### src/rtl/r4_bf_pipe_if.sv
// Handshake and data bundle for the pipelined radix-4 butterfly.
// The slave side belongs to the butterfly, the master side to its environment.
interface r4_bf_pipe_if #(
  parameter int WIDTH = 16
);
  logic               in_valid;
  logic               in_ready;
  logic [8*WIDTH-1:0] x_in;
  logic               inverse;
  logic [1:0]         scale;
  logic               out_valid;
  logic               out_ready;
  logic [8*WIDTH-1:0] f_out;
  logic               sat;
  logic               sat_sticky;
  logic               sat_clr;

  modport slave (
    input  in_valid, x_in, inverse, scale,
    input  out_ready, sat_clr,
    output in_ready, out_valid, f_out,
    output sat, sat_sticky
  );

  modport master (
    output in_valid, x_in, inverse, scale,
    output out_ready, sat_clr,
    input  in_ready, out_valid, f_out,
    input  sat, sat_sticky
  );
endinterface

### src/rtl/r4_bf_pipe.sv
// Two-stage radix-4 butterfly with per-beat inverse/scale,
// rounding, saturation and sticky overflow flag.
module r4_bf_pipe #(
  parameter int WIDTH  = 16,
  parameter bit SAT_EN = 1'b1
) (
  input logic clk,
  input logic rst,
  r4_bf_pipe_if.slave bus
);
  localparam int W1 = WIDTH + 1;
  localparam int W2 = WIDTH + 2;
  localparam int W3 = WIDTH + 3;

  logic          v1_q, v1_d;
  logic          v2_q, v2_d;
  logic          adv1, adv2;
  logic          inv1_q, inv1_d;
  logic [1:0]    sc1_q, sc1_d;
  logic [W1-1:0] s1_q [8];
  logic [W1-1:0] s1_d [8];
  logic [8*WIDTH-1:0] f_q, f_d;
  logic          sat_q, sat_d;
  logic          stk_q, stk_d;

  logic [WIDTH-1:0] xc [8];
  logic [W2-1:0]    g  [8];
  logic [W2-1:0]    p, q, m, n;
  logic signed [W3-1:0] r [8];
  logic [7:0]       ovf;
  logic [WIDTH-1:0] res [8];

  function automatic logic [W1-1:0] ext1(
    input logic [WIDTH-1:0] v
  );
    return {v[WIDTH-1], v};
  endfunction

  function automatic logic [W2-1:0] ext2(
    input logic [W1-1:0] v
  );
    return {v[W1-1], v};
  endfunction

  always_comb begin
    adv2 = !v2_q || bus.out_ready;
    adv1 = !v1_q || adv2;
  end

  assign bus.in_ready = adv1;

  always_comb begin
    for (int i = 0; i < 8; i++) begin
      xc[i] = bus.x_in[i*WIDTH +: WIDTH];
    end
  end

  // s1 holds {a, b, c, d}, each as {re, im}
  always_comb begin
    v1_d   = v1_q;
    inv1_d = inv1_q;
    sc1_d  = sc1_q;
    for (int i = 0; i < 8; i++) begin
      s1_d[i] = s1_q[i];
    end
    if (adv1) begin
      v1_d = bus.in_valid;
    end
    if (adv1 && bus.in_valid) begin
      inv1_d = bus.inverse;
      sc1_d  = (bus.scale == 2'd3) ? 2'd2
                                   : bus.scale;
      for (int k = 0; k < 2; k++) begin
        s1_d[k]   = ext1(xc[k]) + ext1(xc[4+k]);
        s1_d[2+k] = ext1(xc[k]) - ext1(xc[4+k]);
        s1_d[4+k] = ext1(xc[2+k]) + ext1(xc[6+k]);
        s1_d[6+k] = ext1(xc[2+k]) - ext1(xc[6+k]);
      end
    end
  end

  always_comb begin
    for (int k = 0; k < 2; k++) begin
      g[k]   = ext2(s1_q[k]) + ext2(s1_q[4+k]);
      g[4+k] = ext2(s1_q[k]) - ext2(s1_q[4+k]);
    end
    p = ext2(s1_q[2]) + ext2(s1_q[7]);
    q = ext2(s1_q[3]) - ext2(s1_q[6]);
    m = ext2(s1_q[2]) - ext2(s1_q[7]);
    n = ext2(s1_q[3]) + ext2(s1_q[6]);
    g[2] = inv1_q ? m : p;
    g[3] = inv1_q ? n : q;
    g[6] = inv1_q ? p : m;
    g[7] = inv1_q ? q : n;
    for (int c = 0; c < 8; c++) begin
      // shift 1 rounds by +1, shift 2 by +2: the
      // rounding constant equals the shift code
      r[c] = {g[c][W2-1], g[c]} + W3'(sc1_q);
      r[c] = r[c] >>> sc1_q;
      ovf[c] = !((&r[c][W3-1:WIDTH-1]) ||
                 (~|r[c][W3-1:WIDTH-1]));
      res[c] = r[c][WIDTH-1:0];
      if (SAT_EN && ovf[c]) begin
        res[c] = r[c][W3-1]
          ? {1'b1, {(WIDTH-1){1'b0}}}
          : {1'b0, {(WIDTH-1){1'b1}}};
      end
    end
  end

  always_comb begin
    v2_d  = v2_q;
    f_d   = f_q;
    sat_d = sat_q;
    if (adv2) begin
      v2_d = v1_q;
    end
    if (adv2 && v1_q) begin
      for (int c = 0; c < 8; c++) begin
        f_d[c*WIDTH +: WIDTH] = res[c];
      end
      sat_d = |ovf;
    end
    stk_d = (stk_q && !bus.sat_clr) ||
            (v2_q && bus.out_ready && sat_q);
  end

  always_ff @(posedge clk) begin
    if (rst) begin
      v1_q   <= 1'b0;
      v2_q   <= 1'b0;
      inv1_q <= 1'b0;
      sc1_q  <= 2'd0;
      f_q    <= '0;
      sat_q  <= 1'b0;
      stk_q  <= 1'b0;
      for (int i = 0; i < 8; i++) begin
        s1_q[i] <= '0;
      end
    end else begin
      v1_q   <= v1_d;
      v2_q   <= v2_d;
      inv1_q <= inv1_d;
      sc1_q  <= sc1_d;
      f_q    <= f_d;
      sat_q  <= sat_d;
      stk_q  <= stk_d;
      for (int i = 0; i < 8; i++) begin
        s1_q[i] <= s1_d[i];
      end
    end
  end

  assign bus.out_valid  = v2_q;
  assign bus.f_out      = f_q;
  assign bus.sat        = sat_q;
  assign bus.sat_sticky = stk_q;
endmodule

### src/flat_wrapper.sv
// flat-port wrapper written by rule: the top's interface ports become plain ports
module r4_bf_pipe_flat 
#(
  parameter int WIDTH  = 16,
  parameter bit SAT_EN = 1'b1
)
  (clk, rst, bus_in_valid, bus_x_in, bus_inverse, bus_scale, bus_out_ready, bus_sat_clr, bus_in_ready, bus_out_valid, bus_f_out, bus_sat, bus_sat_sticky);
  r4_bf_pipe_if #(.WIDTH(WIDTH)) bus_i ();
  input logic clk;
  input logic rst;
  input wire logic [$bits(bus_i.in_valid)-1:0] bus_in_valid;
  input wire logic [$bits(bus_i.x_in)-1:0] bus_x_in;
  input wire logic [$bits(bus_i.inverse)-1:0] bus_inverse;
  input wire logic [$bits(bus_i.scale)-1:0] bus_scale;
  input wire logic [$bits(bus_i.out_ready)-1:0] bus_out_ready;
  input wire logic [$bits(bus_i.sat_clr)-1:0] bus_sat_clr;
  output wire logic [$bits(bus_i.in_ready)-1:0] bus_in_ready;
  output wire logic [$bits(bus_i.out_valid)-1:0] bus_out_valid;
  output wire logic [$bits(bus_i.f_out)-1:0] bus_f_out;
  output wire logic [$bits(bus_i.sat)-1:0] bus_sat;
  output wire logic [$bits(bus_i.sat_sticky)-1:0] bus_sat_sticky;
  assign bus_i.in_valid = bus_in_valid;
  assign bus_i.x_in = bus_x_in;
  assign bus_i.inverse = bus_inverse;
  assign bus_i.scale = bus_scale;
  assign bus_i.out_ready = bus_out_ready;
  assign bus_i.sat_clr = bus_sat_clr;
  assign bus_in_ready = bus_i.in_ready;
  assign bus_out_valid = bus_i.out_valid;
  assign bus_f_out = bus_i.f_out;
  assign bus_sat = bus_i.sat;
  assign bus_sat_sticky = bus_i.sat_sticky;
  r4_bf_pipe #(.WIDTH(WIDTH), .SAT_EN(SAT_EN)) u_core (.clk(clk), .rst(rst), .bus(bus_i));
endmodule
### config.mk
export PLATFORM = sky130hd
export DESIGN_NAME = r4_bf_pipe_flat
export DESIGN_NICKNAME = d
export VERILOG_FILES = /design/src/rtl/r4_bf_pipe_if.sv /design/src/rtl/r4_bf_pipe.sv /design/src/flat_wrapper.sv
export SDC_FILE = /design/constraint.sdc
export NUM_CORES = 1
export LEC_CHECK = 0
export CAP_MARGIN = 0
export CELL_PAD_IN_SITES_DETAIL_PLACEMENT = 0
export CELL_PAD_IN_SITES_GLOBAL_PLACEMENT = 1
export CORE_ASPECT_RATIO = 1.75
export CORE_UTILIZATION = 35
export CTS_BUF_LIST = sky130_fd_sc_hd__clkbuf_16
export DETAILED_ROUTE_END_ITERATION = 10
export GPL_TIMING_DRIVEN = 0
export HOLD_SLACK_MARGIN = 0.02
export PLACE_DENSITY_LB_ADDON = 0.15
export REMOVE_ABC_BUFFERS = 1
export SLEW_MARGIN = 5
export SYNTH_ARGS = -nofsm -noshare
export SYNTH_HDL_FRONTEND = slang
export SYNTH_SLANG_ARGS = --single-unit
### constraint.sdc
create_clock -name clk -period 6 [get_ports clk]
set_input_delay 0.6 -clock clk [delete_from_list [all_inputs] [get_ports clk]]
set_output_delay 0.6 -clock clk [all_outputs]
set_load 0.03 [all_outputs]
======== Word level (Yosys, flattened, before mapping) ========
Memory sizes are Yosys's and may differ from the RTL's.
Index checks and enable logic that the tools add are counted.
storage, ports and cells
  logic and storage cells ................. 134
  output and inout bits ................... 132
  flip-flop bits (word level) ............. 135
  bits in latches ......................... 0
  memories ................................ 1
  bits in writable memories ............... 136
  memory bits (read-only) ................. 0
operators by class
  shift-type cells ........................ 8
  bitwise logic cells ..................... 8
  equality and inequality tests ........... 1
  $lt $le $gt $ge ......................... 0
  multipliers ............................. 0
  multiplexer cells ....................... 33
  divide/modulo/power cells ............... 0
  add/subtract/negate cells ............... 24
  reduce and logical (&&, ||, !) cells .... 52
memory list
  memory       words  width  read ports  clocked after Yosys merged registers in  wr ports  line              RTL
  u_core.s1_q  8      17     8           0                                        8         r4_bf_pipe.sv:20  logic [W1-1:0] s1_q [8];
operators by type and width
  cell                  number
  $mux W16              16
  $add A18 B3 Y19       8
  $sshr A19 B2 Y19      8
  $mux W136             1
  $mux W17              8
  $add A17 B17 Y18      4
  $mux W18              4
  $sub A17 B17 Y18      4
  $add A16 B16 Y17      4
  $sub A16 B16 Y17      4
  $reduce_and A4 Y1     8
  $reduce_or A4 Y1      8
  $logic_not A1 Y1      19
  $logic_or A1 B1 Y1    11
  $or A1 B1 Y1          8
  $reduce_or A8 Y1      1
  $logic_and A1 B1 Y1   5
  $mux W1               3
  $eq A2 B2 Y1 const B  1
  $mux W2               1

======== Longest topological paths before layout ========
  word-level depth ........................ 9
  depth in mapped cells ................... 28
  mapped depth without buffers ............ 19

======== Least setup slack after synthesis ========
OpenSTA, ideal clock, no wires.
  path type ............................... register to register
  start ................................... reg u_core.sc1_q[0]
  end ..................................... reg u_core.f_q[10], in the netlist u_core.bus.f_out[10]
  cell stages (with the launch flop) ...... 29
  path buffers ............................ 9
  arrival ................................. 6048 ps
  library setup time ...................... 78 ps
  setup slack ............................. -126 ps
  period minus slack after synthesis ...... 6126 ps
  path through ............................ dfxtp_1 -> clkbuf_1 -> inv_1 -> clkbuf_1 -> clkbuf_1 -> clkbuf_1 -> buf_1 -> clkbuf_1 -> buf_1 -> fa_1 -> inv_1 -> ha_1 -> inv_1 -> fa_1 -> nor2b_1 -> o21a_1 -> o21ai_0 -> a2111oi_0 -> o41ai_1 -> a2111o_1 -> o211ai_1 -> nor2_1 -> a21o_1 -> a221o_1 -> clkbuf_1 -> nor2_1 -> clkbuf_1 -> a211oi_1 -> nor3_1
between the ends
  word-level cells in the longest chain between the ends .. 6
  elaborated cells on any way between the ends .. 8
  those cells by class .................... add/sub: 1; shift: 1; mux: 2; reduce/logical: 4
RTL lines
  what                    line               RTL
  start, declared         r4_bf_pipe.sv:19   logic [1:0] sc1_q, sc1_d;
  start signal, assigned  r4_bf_pipe.sv:133  sc1_q <= 2'd0;
  start signal, assigned  r4_bf_pipe.sv:144  sc1_q <= sc1_d;
  $add A18 B3 Y19         r4_bf_pipe.sv:98   r[c] = {g[c][W2-1], g[c]} + W3'(sc1_q);
  $sshr A19 B2 Y19 (*)    r4_bf_pipe.sv:99   r[c] = r[c] >>> sc1_q;
  $reduce_or A4 Y1        r4_bf_pipe.sv:101  (~|r[c][W3-1:WIDTH-1]));
  $logic_not A1 Y1        r4_bf_pipe.sv:101
  $logic_or A1 B1 Y1      r4_bf_pipe.sv:100  ovf[c] = !((&r[c][W3-1:WIDTH-1]) ||
  $mux W16 (*)            r4_bf_pipe.sv:103  if (SAT_EN && ovf[c]) begin
  end signal, assigned    r4_bf_pipe.sv:134  f_q <= '0;
  end signal, assigned    r4_bf_pipe.sv:145  f_q <= f_d;
  end, declared           r4_bf_pipe.sv:22   logic [8*WIDTH-1:0] f_q, f_d;
Mark *: on every way between the ends. The rest lies on a longest branch, timed or not.
A chain may end at the register's enable or synchronous reset.

======== Final worst setup path ========
  start ................................... reg u_core.sc1_q[0]
  end ..................................... reg u_core.f_q[86], in the netlist u_core.bus.f_out[86]
Same word-level chain as after synthesis.

==> flow_summary.json <==
{
  "status": "finished, final reports clean",
  "maxSlewViolCount": 0,
  "p_leak_nw": 15.0,
  "vias": 28800,
  "dp.cells": 5103,
  "p_seq_frac": 0.228,
  "yosysSeqAreaShare": 0.181,
  "port_buffers": 267,
  "grt_max_degree": 118,
  "p_per_area_mw_per_mm2": 274,
  "grt_pass1_vias": 28300,
  "clkTransAtPathRegs_ns": 0.07,
  "reg2reg_from": "u_core.sc1_q[0]",
  "maxUsedRoutingLayer": "met5",
  "synth_top_area_share": 0.181,
  "yosysWarnings": 0,
  "power.internal_w": 0.00518,
  "timing.reg2reg.setup_slack_ns": 0.29,
  "fp.dieW_um": 222,
  "cts_sinks": 267,
  "drtAntennaViolNets": 0,
  "gp_congestion": 0.889,
  "synth_area_per_cell_um2": 7.43,
  "netlist_top_cells_area": "dfxtp_1 18%, ha_1 14%, nor2_1 5.5%, xnor2_1 4.9%, a21oi_1 4.9%",
  "synth_top_area_cell": "dfxtp_1",
  "syn_area_mm2": 0.0296,
  "initial_core_util": 0.355,
  "antenna_found_initial": 5,
  "power.switching_w": 0.00435,
  "drc_errors": 0,
  "vias_per_cell": 5.54,
  "post-route-cell-area_mm2": 0.0348,
  "die_height_um": 387,
  "rsz0062_at_grt": "no",
  "min_period_over_period": 0.952,
  "hold_end": "u_core.bus.f_out[47]",
  "async_flop_share": 0,
  "m1WireLength_um": 42700,
  "min_path_type": "input port to flop",
  "synthCells": 3981,
  "wl_met3_um": 3410,
  "row_count": 140,
  "maxSlewHeadroom": 0.214,
  "final_util": 0.417,
  "wl_per_cell_um": 20.8,
  "nNetsFinal": 4594,
  "r2r_end": "u_core.bus.f_out[86]",
  "fin_cells": 5188,
  "cp-start-kind": "flop",
  "htreeDepth": 1,
  "cp.required_ns": 6.50,
  "grt_pass1_wl_um": 163000,
  "clk_latency_ns": 0.62,
  "ir_drop_mv": 0.289,
  "timing.fmax_mhz": 175,
  "clockPowerShare": 0.207,
  "final-hold-violation-count": 0,
  "crit_arrival_ns": 6.21,
  "worst_slew_pin_slew_ns": 1.17,
  "skew_ns": 0.0180,
  "grtUsageTotal": 0.242,
  "end_kind": "flop",
  "synth_ff_type": "dfxtp_1",
  "synth_cell_types": 104,
  "syn_to_final_growth_pct": 17.7,
  "cts_hold_buffers": 0,
  "grt.overflow.total": 0,
  "cp_max_fo": 56,
  "drtIter0Drc": 1378,
  "setup_viol": 0,
  "cts_tree": "done",
  "whs_ns": 0.436,
  "crit_type": "flop to flop",
  "hold_depth": 2,
  "dieArea_mm2": 0.0857,
  "p_sw_frac": 0.456,
  "cts_buffers": 31,
  "first_pass_iters": 5,
  "wl_met2_um": 58300,
  "ios": 268,
  "final_layout_size_suffix_gt1_frac": 0.0573,
  "p_comb_frac": 0.566,
  "power_w": 0.00953,
  "place_area_mm2": 0.0332,
  "cts_root_buffer": "clkbuf_16",
  "synth_edf_count": 0,
  "core-area_mm2": 0.0834,
  "cts.path.max_buffers": 3,
  "hp-start": "rst",
  "max_cap_violations": 0,
  "final.min_clock_period_ns": 5.71,
  "dp_hpwl_um": 84000,
  "ff2ff_path_depth": 22,
  "routed_wl_um": 108000,
  "ys_ff_latch": 267
}
-- worst max-delay path: stages (launching register included) --
cell       delay [ns]
dfxtp_4          0.58
buf_16           0.29
inv_8            0.18
buf_16           0.26
ha_1             0.37
inv_1            0.06
ha_1             0.15
inv_1            0.06
fa_1             0.40
nor2b_1          0.12
o21ai_0          0.11
a21boi_1         0.32
o311a_1          0.26
o22ai_1          0.13
o2111ai_1        0.27
a21oi_1          0.15
nor2b_1          0.13
a2bb2oi_1        0.47
or2_2            0.21
o221ai_2         0.20
nor2b_4          0.20
buf_12           0.18
a221o_1          0.30
-- flip-flops by register name, indices dropped and copies added, names as in the netlist --
register / count
u_core.s1_q: 132
u_core.sc1_q: 2
u_core.v1_q: 1
u_core.bus.sat: 1
u_core.bus.sat_sticky: 1
u_core.inv1_q: 1
u_core.bus.out_valid: 1
u_core.bus.f_out: 128
-- timing repair --
action / in CTS / in global routing
pin swaps: 3 / 5
setup buffers: 9 / 18
resized for setup: 45 / 18
setup endpoints to repair: 116 / 119
gates cloned: 0 / 2
-- logic make-up after synthesis --
logic type | share of synthesized area
muxes | 0.0506
adders and majority gates | 0.158
DFF | 0.181
buffers and inverters | 0.0719
xor gates and xnor gates | 0.0622
and+or+nand+nor | 0.209
AOI/OAI and AO/OA | 0.267
-- per-stage QoR --
stage	TNS (ns)	setup slack (ns)
3_3_place_gp	-1745.76	-12.60
3_5_place_dp	-105.62	-2.21
6_report	0	0.286
2_1_floorplan	-523.43	-5.00
4_1_cts	0	0.0152
5_1_grt	0	0.000137
-- power by group through the flow --
stage	logic (W)	registers (W)	clock network (W)
2_1_floorplan	0.00343	0.00237	0
3_3_place_gp	0.00518	0.00225	0
3_5_place_dp	0.00518	0.00222	0
4_1_cts	0.00533	0.00218	0.00204
5_1_grt	0.00592	0.00220	0.00210
6_report	0.00539	0.00217	0.00197
-- routing by layer --
metal,vias up,track usage
li1,14500,-
met2,574,0.478
met5,-,0
met4,4,0.0758
met1,13600,0.267
met3,153,0.0193
-- layout make-up --
class	count	area (um2)
flip-flops and latches	267	5360
clock inverters	23	216
inverters	322	1230
clock buffers	31	776
diodes	2	5.00
fillers	8709	48600
multi-input cells	3163	22400
repair buffers	315	3460
well taps	1065	1330
-- how the worst max path moves through the flow --
stage	startpoint	to	slack, ns	depth (start not counted)
final	u_core.sc1_q[0]	u_core.bus.f_out[86]	0.29	22
after global routing	u_core.s1_q[0][34]	u_core.bus.f_out[97]	0.0001	16
after CTS	u_core.sc1_q[1]	u_core.bus.f_out[1]	0.02	23
after detailed placement	u_core.sc1_q[1]	u_core.bus.f_out[9]	-2.21	22
after global placement	u_core.sc1_q[0]	u_core.bus.f_out[10]	-12.60	19
after floorplan	u_core.sc1_q[0]	u_core.bus.f_out[10]	-5.00	19
-- placed cells by master, fill, tap and decap left out, drive strengths merged, types with 47 or more instances in the layout --
cell,Yosys,routed
a211oi,137,137
a21oi,288,288
buf,65,47
clkdlybuf4s50,0,266
dfxtp,267,267
ha,332,332
inv,320,327
mux2i,121,121
nand2,317,317
nand3,73,73
nor2,431,431
nor2b,63,63
nor3,168,168
o21a,55,55
o21ai,203,203
xnor2,167,167
-- Yosys cell counts (all sizes together) (63+ instances only) --
master / number
mux2i: 121
nor2b: 63
nor2: 431
ha: 332
clkbuf: 164
buf: 65
o21ai: 203
dfxtp: 267
inv: 320
xnor2: 167
nand3: 73
nand2: 317
a211oi: 137
a21oi: 288
nor3: 168
No activity file was read; power rests on OpenSTA's default activity.
